--- config.mk ---
export PLATFORM = sky130hd
export DESIGN_NAME = uart_rx
export DESIGN_NICKNAME = d
export VERILOG_FILES = /design/src/rtl/uart_pkg.sv /design/src/rtl/uart_rx_sync.sv /design/src/rtl/uart_rx.sv
export SDC_FILE = /design/constraint.sdc
export NUM_CORES = 1
export LEC_CHECK = 0
export ABC_AREA = 1
export BUFFER_PORTS_ARGS = -buffer_cell sky130_fd_sc_hd__buf_2
export CORE_ASPECT_RATIO = 1.2
export CORE_MARGIN = 2
export CORE_UTILIZATION = 59
export DETAILED_ROUTE_END_ITERATION = 6
export PLACE_DENSITY = 0.78
export SLEW_MARGIN = 15
export SYNTH_ARGS = -nofsm -noshare
export SYNTH_HDL_FRONTEND = slang
export SYNTH_HIERARCHICAL = 1
export SYNTH_SLANG_ARGS = --single-unit
--- constraint.sdc ---
create_clock -name CLK -period 1.6 [get_ports CLK]
set_input_delay 0.08 -clock CLK [delete_from_list [all_inputs] [get_ports CLK]]
set_output_delay 0.08 -clock CLK [all_outputs]
set_load 0.02 [all_outputs]
--- src/rtl/uart_pkg.sv ---
// rtl/uart_pkg.sv - shared UART receiver state encoding, parity codes and baud divisor helper
package uart_pkg;

  typedef enum logic [2:0] {
    IDLE,
    START,
    DATA,
    PARITY,
    STOP
  } rx_state_t;

  localparam logic PARITY_EVEN = 1'b0;
  localparam logic PARITY_ODD  = 1'b1;

  function automatic int baud_div(input int clk_freq, input int baud_rate);
    return clk_freq / baud_rate;
  endfunction

endpackage

--- src/rtl/uart_rx_sync.sv ---
// rtl/uart_rx_sync.sv - 2-flop RX synchroniser with falling-edge detect
module uart_rx_sync (
  input  logic CLK,
  input  logic rst_n,
  input  logic rx,
  output logic rx_s,
  output logic rx_fall
);

  logic       meta_q, meta_d;
  logic       sync_q, sync_d;
  logic       prev_q, prev_d;
  logic [1:0] fill_q, fill_d;
  logic       armed_q, armed_d;

  // Edges are only trusted once a genuine high has passed through the chain,
  // so a line that is already low when reset releases never looks like a start.
  always_comb begin
    meta_d  = rx;
    sync_d  = meta_q;
    prev_d  = sync_q;
    fill_d  = {fill_q[0], 1'b1};
    armed_d = armed_q | (fill_q[1] & sync_q);
  end

  always_ff @(posedge CLK or negedge rst_n) begin
    if (!rst_n) begin
      meta_q  <= 1'b1;
      sync_q  <= 1'b1;
      prev_q  <= 1'b1;
      fill_q  <= 2'b00;
      armed_q <= 1'b0;
    end else begin
      meta_q  <= meta_d;
      sync_q  <= sync_d;
      prev_q  <= prev_d;
      fill_q  <= fill_d;
      armed_q <= armed_d;
    end
  end

  assign rx_s    = sync_q;
  assign rx_fall = armed_q & prev_q & ~sync_q;

endmodule

--- src/rtl/uart_rx.sv ---
// rtl/uart_rx.sv - UART receiver: start, LSB-first data, parity, stop; mid-bit sampling.
// Optional UART_RX_MAJORITY_EN: 2-of-3 vote over mid-1/mid/mid+1 samples.
module uart_rx
  import uart_pkg::*;
#(
  parameter int BAUD_RATE      = 115200,
  parameter int CLK_FREQ       = 10_000_000,
  parameter int VLD_DATA_WIDTH = 8,
  parameter int CHECK_SEL      = 1
) (
  input  logic                      CLK,
  input  logic                      rst_n,
  input  logic                      RX,
  output logic [VLD_DATA_WIDTH-1:0] dout,
  output logic                      dout_vld,
  output logic                      parity_err,
  output logic                      frame_err,
  output logic                      RX_busy
);

  localparam int BAUD_CNT = baud_div(CLK_FREQ, BAUD_RATE);
  localparam int HALF_CNT = BAUD_CNT / 2;
  localparam int CW       = $clog2(BAUD_CNT);
  localparam int BW       = $clog2(VLD_DATA_WIDTH + 1);
`ifdef UART_RX_MAJORITY_EN
  localparam int START_LAST = HALF_CNT;
`else
  localparam int START_LAST = HALF_CNT - 1;
`endif
  localparam logic [CW-1:0] START_END = CW'(START_LAST);
  localparam logic [CW-1:0] BIT_END   = CW'(BAUD_CNT - 1);
  localparam logic [BW-1:0] LAST_BIT  = BW'(VLD_DATA_WIDTH - 1);
  localparam logic          PAR_SEL   = (CHECK_SEL != 0) ? PARITY_ODD : PARITY_EVEN;

  logic rx_s, rx_fall, bit_val;

  uart_rx_sync u_sync (
    .CLK    (CLK),
    .rst_n  (rst_n),
    .rx     (RX),
    .rx_s   (rx_s),
    .rx_fall(rx_fall)
  );

`ifdef UART_RX_MAJORITY_EN
  logic [1:0] hist_q, hist_d;

  always_comb hist_d = {hist_q[0], rx_s};

  always_ff @(posedge CLK or negedge rst_n) begin
    if (!rst_n) hist_q <= 2'b11;
    else        hist_q <= hist_d;
  end

  assign bit_val = (hist_q[1] & hist_q[0]) | (hist_q[1] & rx_s) | (hist_q[0] & rx_s);
`else
  assign bit_val = rx_s;
`endif

  rx_state_t                 state_q, state_d;
  logic [CW-1:0]             baud_cnt_q, baud_cnt_d;
  logic [BW-1:0]             bit_cnt_q, bit_cnt_d;
  logic [VLD_DATA_WIDTH-1:0] shift_q, shift_d;
  logic [VLD_DATA_WIDTH-1:0] dout_q, dout_d;
  logic                      par_pend_q, par_pend_d;
  logic                      dout_vld_q, dout_vld_d;
  logic                      parity_err_q, parity_err_d;
  logic                      frame_err_q, frame_err_d;
  logic                      busy_q, busy_d;

  always_comb begin
    state_d      = state_q;
    baud_cnt_d   = baud_cnt_q;
    bit_cnt_d    = bit_cnt_q;
    shift_d      = shift_q;
    dout_d       = dout_q;
    par_pend_d   = par_pend_q;
    dout_vld_d   = 1'b0;
    parity_err_d = parity_err_q;
    frame_err_d  = frame_err_q;
    busy_d       = busy_q;
    case (state_q)
      IDLE: begin
        if (rx_fall) begin
          state_d    = START;
          baud_cnt_d = '0;
          busy_d     = 1'b1;
        end
      end
      START: begin
        if (baud_cnt_q == START_END) begin
          if (!bit_val) begin
            state_d    = DATA;
            baud_cnt_d = '0;
            bit_cnt_d  = '0;
          end else begin
            state_d = IDLE;
            busy_d  = 1'b0;
          end
        end else begin
          baud_cnt_d = baud_cnt_q + 1'b1;
        end
      end
      DATA: begin
        if (baud_cnt_q == BIT_END) begin
          baud_cnt_d = '0;
          shift_d    = {bit_val, shift_q[VLD_DATA_WIDTH-1:1]};
          bit_cnt_d  = bit_cnt_q + 1'b1;
          if (bit_cnt_q == LAST_BIT) state_d = PARITY;
        end else begin
          baud_cnt_d = baud_cnt_q + 1'b1;
        end
      end
      PARITY: begin
        if (baud_cnt_q == BIT_END) begin
          baud_cnt_d = '0;
          par_pend_d = ((^shift_q) ^ bit_val) != PAR_SEL;
          state_d    = STOP;
        end else begin
          baud_cnt_d = baud_cnt_q + 1'b1;
        end
      end
      STOP: begin
        // Returning to IDLE at mid-stop lets a back-to-back start edge be caught.
        if (baud_cnt_q == BIT_END) begin
          baud_cnt_d   = '0;
          dout_d       = shift_q;
          parity_err_d = par_pend_q;
          frame_err_d  = ~bit_val;
          dout_vld_d   = 1'b1;
          busy_d       = 1'b0;
          state_d      = IDLE;
        end else begin
          baud_cnt_d = baud_cnt_q + 1'b1;
        end
      end
      default: state_d = IDLE;
    endcase
  end

  always_ff @(posedge CLK or negedge rst_n) begin
    if (!rst_n) begin
      state_q      <= IDLE;
      baud_cnt_q   <= '0;
      bit_cnt_q    <= '0;
      shift_q      <= '0;
      dout_q       <= '0;
      par_pend_q   <= 1'b0;
      dout_vld_q   <= 1'b0;
      parity_err_q <= 1'b0;
      frame_err_q  <= 1'b0;
      busy_q       <= 1'b0;
    end else begin
      state_q      <= state_d;
      baud_cnt_q   <= baud_cnt_d;
      bit_cnt_q    <= bit_cnt_d;
      shift_q      <= shift_d;
      dout_q       <= dout_d;
      par_pend_q   <= par_pend_d;
      dout_vld_q   <= dout_vld_d;
      parity_err_q <= parity_err_d;
      frame_err_q  <= frame_err_d;
      busy_q       <= busy_d;
    end
  end

  assign dout       = dout_q;
  assign dout_vld   = dout_vld_q;
  assign parity_err = parity_err_q;
  assign frame_err  = frame_err_q;
  assign RX_busy    = busy_q;

endmodule
== Yosys cells after proc, flatten, opt, wreduce, memory -nomap -nowiden ==
Index checks and enable logic that the tools add are counted.

* Add/subtract/negate cells: 2
* Equal/unequal tests: 16
* Multiplexer cells: 24
* Bitwise gates (word level): 7
* Reduce and logical (&&, ||, !) cells: 13

{| class="wikitable"
|+ Operator list
! cell !! number
|-
| 2-to-1 mux 7 bit || 4
|-
| case mux 7 bit (3 select lines) || 1
|-
| 2-to-1 mux 3 bit || 6
|-
| case mux 3 bit (5 select lines) || 1
|-
| != test 2 bit, second input constant || 7
|-
| 2-to-1 mux 4 bit || 3
|-
| case mux 4 bit (2 select lines) || 1
|-
| XOR reduction 8 bit || 1
|-
| adder 7 x 1 -> 7 bit, second input constant || 1
|-
| == test 7 x 6 -> 1 bit, second input constant || 1
|-
| == test 7 bit, second input constant || 1
|-
| == test 3 x 2 -> 1 bit, second input constant || 2
|-
| 2-to-1 mux 1 bit || 6
|-
| AND reduction 2 bit || 3
|-
| AND reduction 6 bit || 1
|-
| nonzero test 3 bit || 2
|-
| AND reduction 5 bit || 1
|-
| adder 4 x 1 -> 4 bit, second input constant || 1
|-
| == test 4 x 3 -> 1 bit, second input constant || 1
|-
| AND reduction 4 bit || 1
|-
| AND 1 bit || 3
|-
| == test 3 x 1 -> 1 bit, second input constant || 1
|-
| == test 3 bit, second input constant || 1
|-
| logical NOT 3 bit || 1
|-
| other kinds (10) || 11
|}

* Register bits: 41
* Bits of input ports: 3
* Output and inout port bits: 12
* Logic and storage cells: 77

== Longest topological paths before layout ==
* Depth in word-level cells: 4
* Mapped depth: 11
* Mapped depth without buffers: 10

== Cells and area by module ==
The synthesis kept the hierarchy.

{| class="wikitable"
|+ Modules (own cells, without submodules)
! module !! times used !! cells an instance !! area an instance (µm²) !! seq. area each (µm²)
|-
| uart_rx || 1 || 248 || 1941.9 || 875.8
|-
| uart_rx_sync || 1 || 12 || 178.9 || 153.9
|}

== Least setup slack after synthesis ==
Ideal clock, no wire load.

* Kind: register -> register
* Start: register baud_cnt_q[1]
* End: register parity_err_q (netlist: parity_err)
* Setup time: 0.116 ns
* Data arrival time: 1.263 ns
* Data required time: 1.484 ns
* Slack: 0.221 ns
* Cell stages (with the launch flop): 11
* Buffers on the path: 1
* Period minus slack after synthesis: 1.379 ns
* Path through: dfrtp_1 -> inv_1 -> ha_1 -> inv_1 -> nor2_2 -> nand2_4 -> inv_4 -> nand2_1 -> buf_2 -> nand2_1 -> nand2_1

* Word-level cells in the longest chain between the ends: 2

{| class="wikitable"
|+ Ends and longest elaborated chain
! element !! RTL line !! source
|-
| start, declared || uart_rx.sv:61 || <nowiki>logic [CW-1:0] baud_cnt_q, baud_cnt_d;</nowiki>
|-
| start signal, assigned || uart_rx.sv:155 || <nowiki>baud_cnt_q <= baud_cnt_d;</nowiki>
|-
| == test 7 bit || uart_rx.sv:125 || <nowiki>if (baud_cnt_q == BIT_END) begin</nowiki>
|-
| AND reduction 2 bit (no source line) || n/a ||
|-
| end signal, assigned || uart_rx.sv:161 || <nowiki>parity_err_q <= parity_err_d;</nowiki>
|-
| end, declared || uart_rx.sv:67 || <nowiki>logic parity_err_q, parity_err_d;</nowiki>
|}

No other way between the ends.
A chain may end at the register's enable or synchronous reset.

== Worst setup path after layout ==
* Start: register baud_cnt_q[0]
* End: register state_q[0]

* Word-level cells in the longest chain between the ends: 3
* Elaborated cells on any way between the ends: 7
* Those cells by class: 6 x eq/ne; 1 x reduce/logical

{| class="wikitable"
|+ Ends and longest elaborated chain
! element !! RTL line !! source
|-
| == test 7 bit or == test 7 x 6 -> 1 bit (tied branches) || n/a ||
|-
| != test 2 bit (no source line) || n/a ||
|-
| AND reduction 6 bit (no source line) * || n/a ||
|-
| end signal, assigned || uart_rx.sv:154 || <nowiki>state_q <= state_d;</nowiki>
|-
| end, declared || uart_rx.sv:60 || <nowiki>rx_state_t state_q, state_d;</nowiki>
|}

Every way passes the cells marked *; elsewhere a longest branch is shown, timed or not.

==> results list <==
- The synthesized netlist contains 29 unique library cells.
- For the final database, setup skew stands at 10.40 ps.
- DRC marker count from the first detailed-route iteration: 141
* Maximum number of pins on one net before global-route repair: 42
- The slowest stage of the critical path is the sky130_fd_sc_hd__dfrtp_2 cell.
* Syn Inst Count: between 200 and 300
- After clock tree synthesis, the clock-pin slew on the worst setup and hold paths is ~70 ps.
- Relative to the synthesized area, the layout overhead comes to 10.74%.
- Critical path, cell by cell: inv_1 -> ha_1 -> nand2_1 -> nand3b_4 -> a21boi_2 -> nand2_1 -> nand2_1 -> nand2_1
- Required time at the endpoint of the critical path: around 1800 ps
- Storage cell area: 1031 um^2
* Clock tree root buffer cell: sky130_fd_sc_hd__clkbuf_8
* Dpl cells: 309
* Total via count in the routed design: between 1500 and 2000
- The tightest min-delay check is of the reg2reg type.
- For this run the aggregate overflow at the end of global routing stands at 0.
- For this run, the total global-route usage over all layers was measured as 0.2042.
* Post-layout min period: roughly 1500 ps
* Number of synthesis warnings: 6
- Largest fanout of any net on the critical path: 7
* Clock network latency to the later pin of the worst-skew pair: 300 ps
- Number of I/O port buffers: 14
- The analysis attributes to cell leakage a power of roughly 1.2 nW.
* Number of antenna violations at the first check in global routing: 0
- The congestion estimate from routability-driven global placement came to slightly above 0.9.
* Clock tree from TritonCTS: built
* Wirelength per Cell: around 11 um
- Commonest cells in the synthesized netlist: 88 x sky130_fd_sc_hd__nand2_1, 38 x sky130_fd_sc_hd__dfrtp_1, 26 x sky130_fd_sc_hd__inv_1, 26 x sky130_fd_sc_hd__nand3_1, 23 x sky130_fd_sc_hd__o21ai_1
* Number of H-tree levels: 2
* Number of placed I/O pins: 15
* Synth area leader: sky130_fd_sc_hd__dfrtp_1
- Number of global-route vias before repair: 1534
- Headroom to the max-slew limit came out at 0.6636.
* Post-Syn Nets: 267
- Total setup buffers inserted after CTS: 0
- STA puts the critical path data arrival time at ~1700 ps.
- The cell area that synthesis handed to floorplanning was around 2100 um^2.
- In the synthesized netlist the dominant register cell turns out to be sky130_fd_sc_hd__dfrtp_1.
- The number of max-slew violations in the final report is 0.
- The layout has roughly 290 filler cells.
- Cell Rows: 23
* Horizontal die dimension: 58.73 um
- Worst-margin pin slew: 504.5 ps
* Maximum VDD drop: 0.9882 mV
- The checks that failed: DRC.
- In this run the vertical extent of the chip is 69.68 um.
* Max Buffers Root-to-Sink: 2
- FMAX: roughly 680 MHz
- Startpoint of the most critical setup path: baud_cnt_q[0]
- Combined area of the multi-input logic cells: 929.6 um^2
- STA classifies the critical path endpoint as a flip-flop.
- Unrepaired setup endpoints after global routing: no
- Critical setup path kind: reg2reg
- In this run the mean area of a mapped cell was 8.157 um^2.
- Final setup violation count: 0
- In this design, the stage delay of the slowest critical-path cell is 450 ps.
* Filler-free cell count of the finished design: 319
* Final hold violations: 0
- Critical path startpoint category: flip-flop
* Most common cell in the netlist: sky130_fd_sc_hd__nand2_1
* Initial core utilization: 0.6245
- In the routed design, unresolved DRC markers number 3.
- Of the synthesized area, sequential elements account for 0.4855.
- Area fraction of the dominant cell type after synthesis: 0.4484
- Counting stages on the worst path, the most repeated cell is sky130_fd_sc_hd__nand2_1.
- Clock tree synthesis found a total of between 40 and 50 sinks.
- HPWL after DPL: 2576 um
- After synthesis the netlist holds a flip-flop and latch count of around 40.
- Total of max-cap violations: 0
- In this run the most critical hold path is launched from u_sync/fill_q[0].
- Net total in the final layout: approximately 290
* Fraction of synthesis flops using an asynchronous set or reset pin: 1.000
- Yosys attributes the largest share of cell area to sky130_fd_sc_hd__dfrtp_1 45%, sky130_fd_sc_hd__nand2_1 16%, sky130_fd_sc_hd__nand3_1 6.1%, sky130_fd_sc_hd__o21ai_1 5.4%, sky130_fd_sc_hd__inv_1 4.6%.
- The flow ran to the end, but the final reports show violations.
- The die covers about 4100 um^2.
* Final ANT Viol Nets: 0
- In the finished design, the share of the clock period the worst path needs comes to 0.9201.
- In the routed layout, each cell is associated on average with a via count of approximately 5.
- Total detailed-routing wirelength: 3593 um
- The synthesized design contains 0 enable-type register cells.
* Antenna cells: 0
- Worst slack on hold paths: around 360 ps
- The core region is 3396 um^2.
- Number of buffers added by the clock tree synthesis step: 5
- The first global-routing pass estimated 6527 um of wire.
- Power density over the cells: 1196 nW/um^2
* Launch instance of the worst register-to-register path: baud_cnt_q[0]
- For the final routed database, the setup TNS stands at 0 ps.
- First drt pass iteration count: 7
- In the final layout, the share of cells above drive strength 1 is 0.1844.
power by group:
part           internal, W  switching (W)
combinational     0.000315       0.000539
clock             0.000350       0.000347
sequential         0.00114       0.000120
total              0.00180        0.00101
through the flow:
| stage | utilization | worst slack (ps) | total power [W] | area, um^2 |
|---|---|---|---|---|
| after global placement | 0.6566 | 137.1 | 0.002109 | 2230 |
| after floorplan | - | 220.8 | 0.001951 | 2121 |
| final | 0.6916 | 127.8 | 0.002808 | 2349 |
| after CTS | 0.6901 | 82.21 | 0.002820 | 2344 |
| after detailed placement | 0.6566 | 97.09 | 0.002121 | 2230 |
| after global routing | 0.6916 | 6.011 | 0.003007 | 2349 |
flip-flops by register name, summed over array words and instances, names as in the netlist:
signal / cells
u_sync/armed_q: 1
parity_err: 1
state_q: 3
dout: 8
u_sync/meta_q: 1
shift_q: 8
u_sync/prev_q: 1
baud_cnt_q: 7
u_sync/rx_s: 1
dout_vld: 1
frame_err: 1
u_sync/fill_q: 2
bit_cnt_q: 4
RX_busy: 1
par_pend_q: 1
placed cells by master (no fill, tap or decap), types with 2 or more instances in the layout:
cell / netlist / layout
sky130_fd_sc_hd__dfstp_2: 3 / 3
sky130_fd_sc_hd__clkbuf_8: 0 / 6
sky130_fd_sc_hd__nand2_2: 2 / 2
sky130_fd_sc_hd__buf_4: 2 / 2
sky130_fd_sc_hd__ha_1: 4 / 4
sky130_fd_sc_hd__inv_1: 26 / 25
sky130_fd_sc_hd__inv_2: 5 / 6
sky130_fd_sc_hd__or2_2: 2 / 2
sky130_fd_sc_hd__nor2_2: 3 / 3
sky130_fd_sc_hd__buf_2: 1 / 14
sky130_fd_sc_hd__nor2_1: 13 / 13
sky130_fd_sc_hd__nand3_1: 26 / 26
sky130_fd_sc_hd__xor2_1: 3 / 3
sky130_fd_sc_hd__nand2_4: 2 / 2
sky130_fd_sc_hd__nand2_1: 88 / 88
sky130_fd_sc_hd__o21ai_1: 23 / 23
sky130_fd_sc_hd__dlygate4sd3_1: 0 / 2
sky130_fd_sc_hd__nand4_1: 6 / 6
sky130_fd_sc_hd__dfrtp_1: 38 / 37
cells by family after synthesis:
logic type	synth area share
other cells	0.001768
buf+inv	0.07787
fa+ha+maj	0.02360
xor+xnor	0.01239
compound gates	0.08082
simple gates	0.3180
flops	0.4855
worst max-delay path, delay by kind of cell, from the launching register on:
kind | cells | cell delay (ps)
buf+inv | 1 | 70
compound gates | 1 | 230
flops | 1 | 450
fa+ha+maj | 1 | 140
simple gates | 5 | 480
metal layers:
layer,track usage,share of wire
met5,0,0
met2,0.3160,0.46
met1,0.2672,0.48
met3,0.05037,0.036
met4,0.08838,0.019
cell type report:
class,count,area share
clock buffers,7,0.03676
clock inverters,1,0.003197
inverters,32,0.05221
multi-input cells,182,0.3958
flip-flops and latches,41,0.4390
well taps,37,0.01971
repair buffers,19,0.05328
final timing paths:
path                       depth (start not counted)                to  slack [ps]
max                                                8        state_q[0]         130
min                                                0  u_sync/fill_q[1]         360
max reg2reg                                        8        state_q[0]         130
min reg2reg                                        0  u_sync/fill_q[1]         360
max in group asynchronous                          3     baud_cnt_q[0]         850
min in group asynchronous                          3     baud_cnt_q[2]         370
timing repair:
item,in CTS,in global routing
endpoints found under the setup margin,0,11
endpoints found under the hold margin,39,0
hold buffers,2,0
gates resized for setup,0,3
Note: power is estimated with default switching activity, not from simulation.
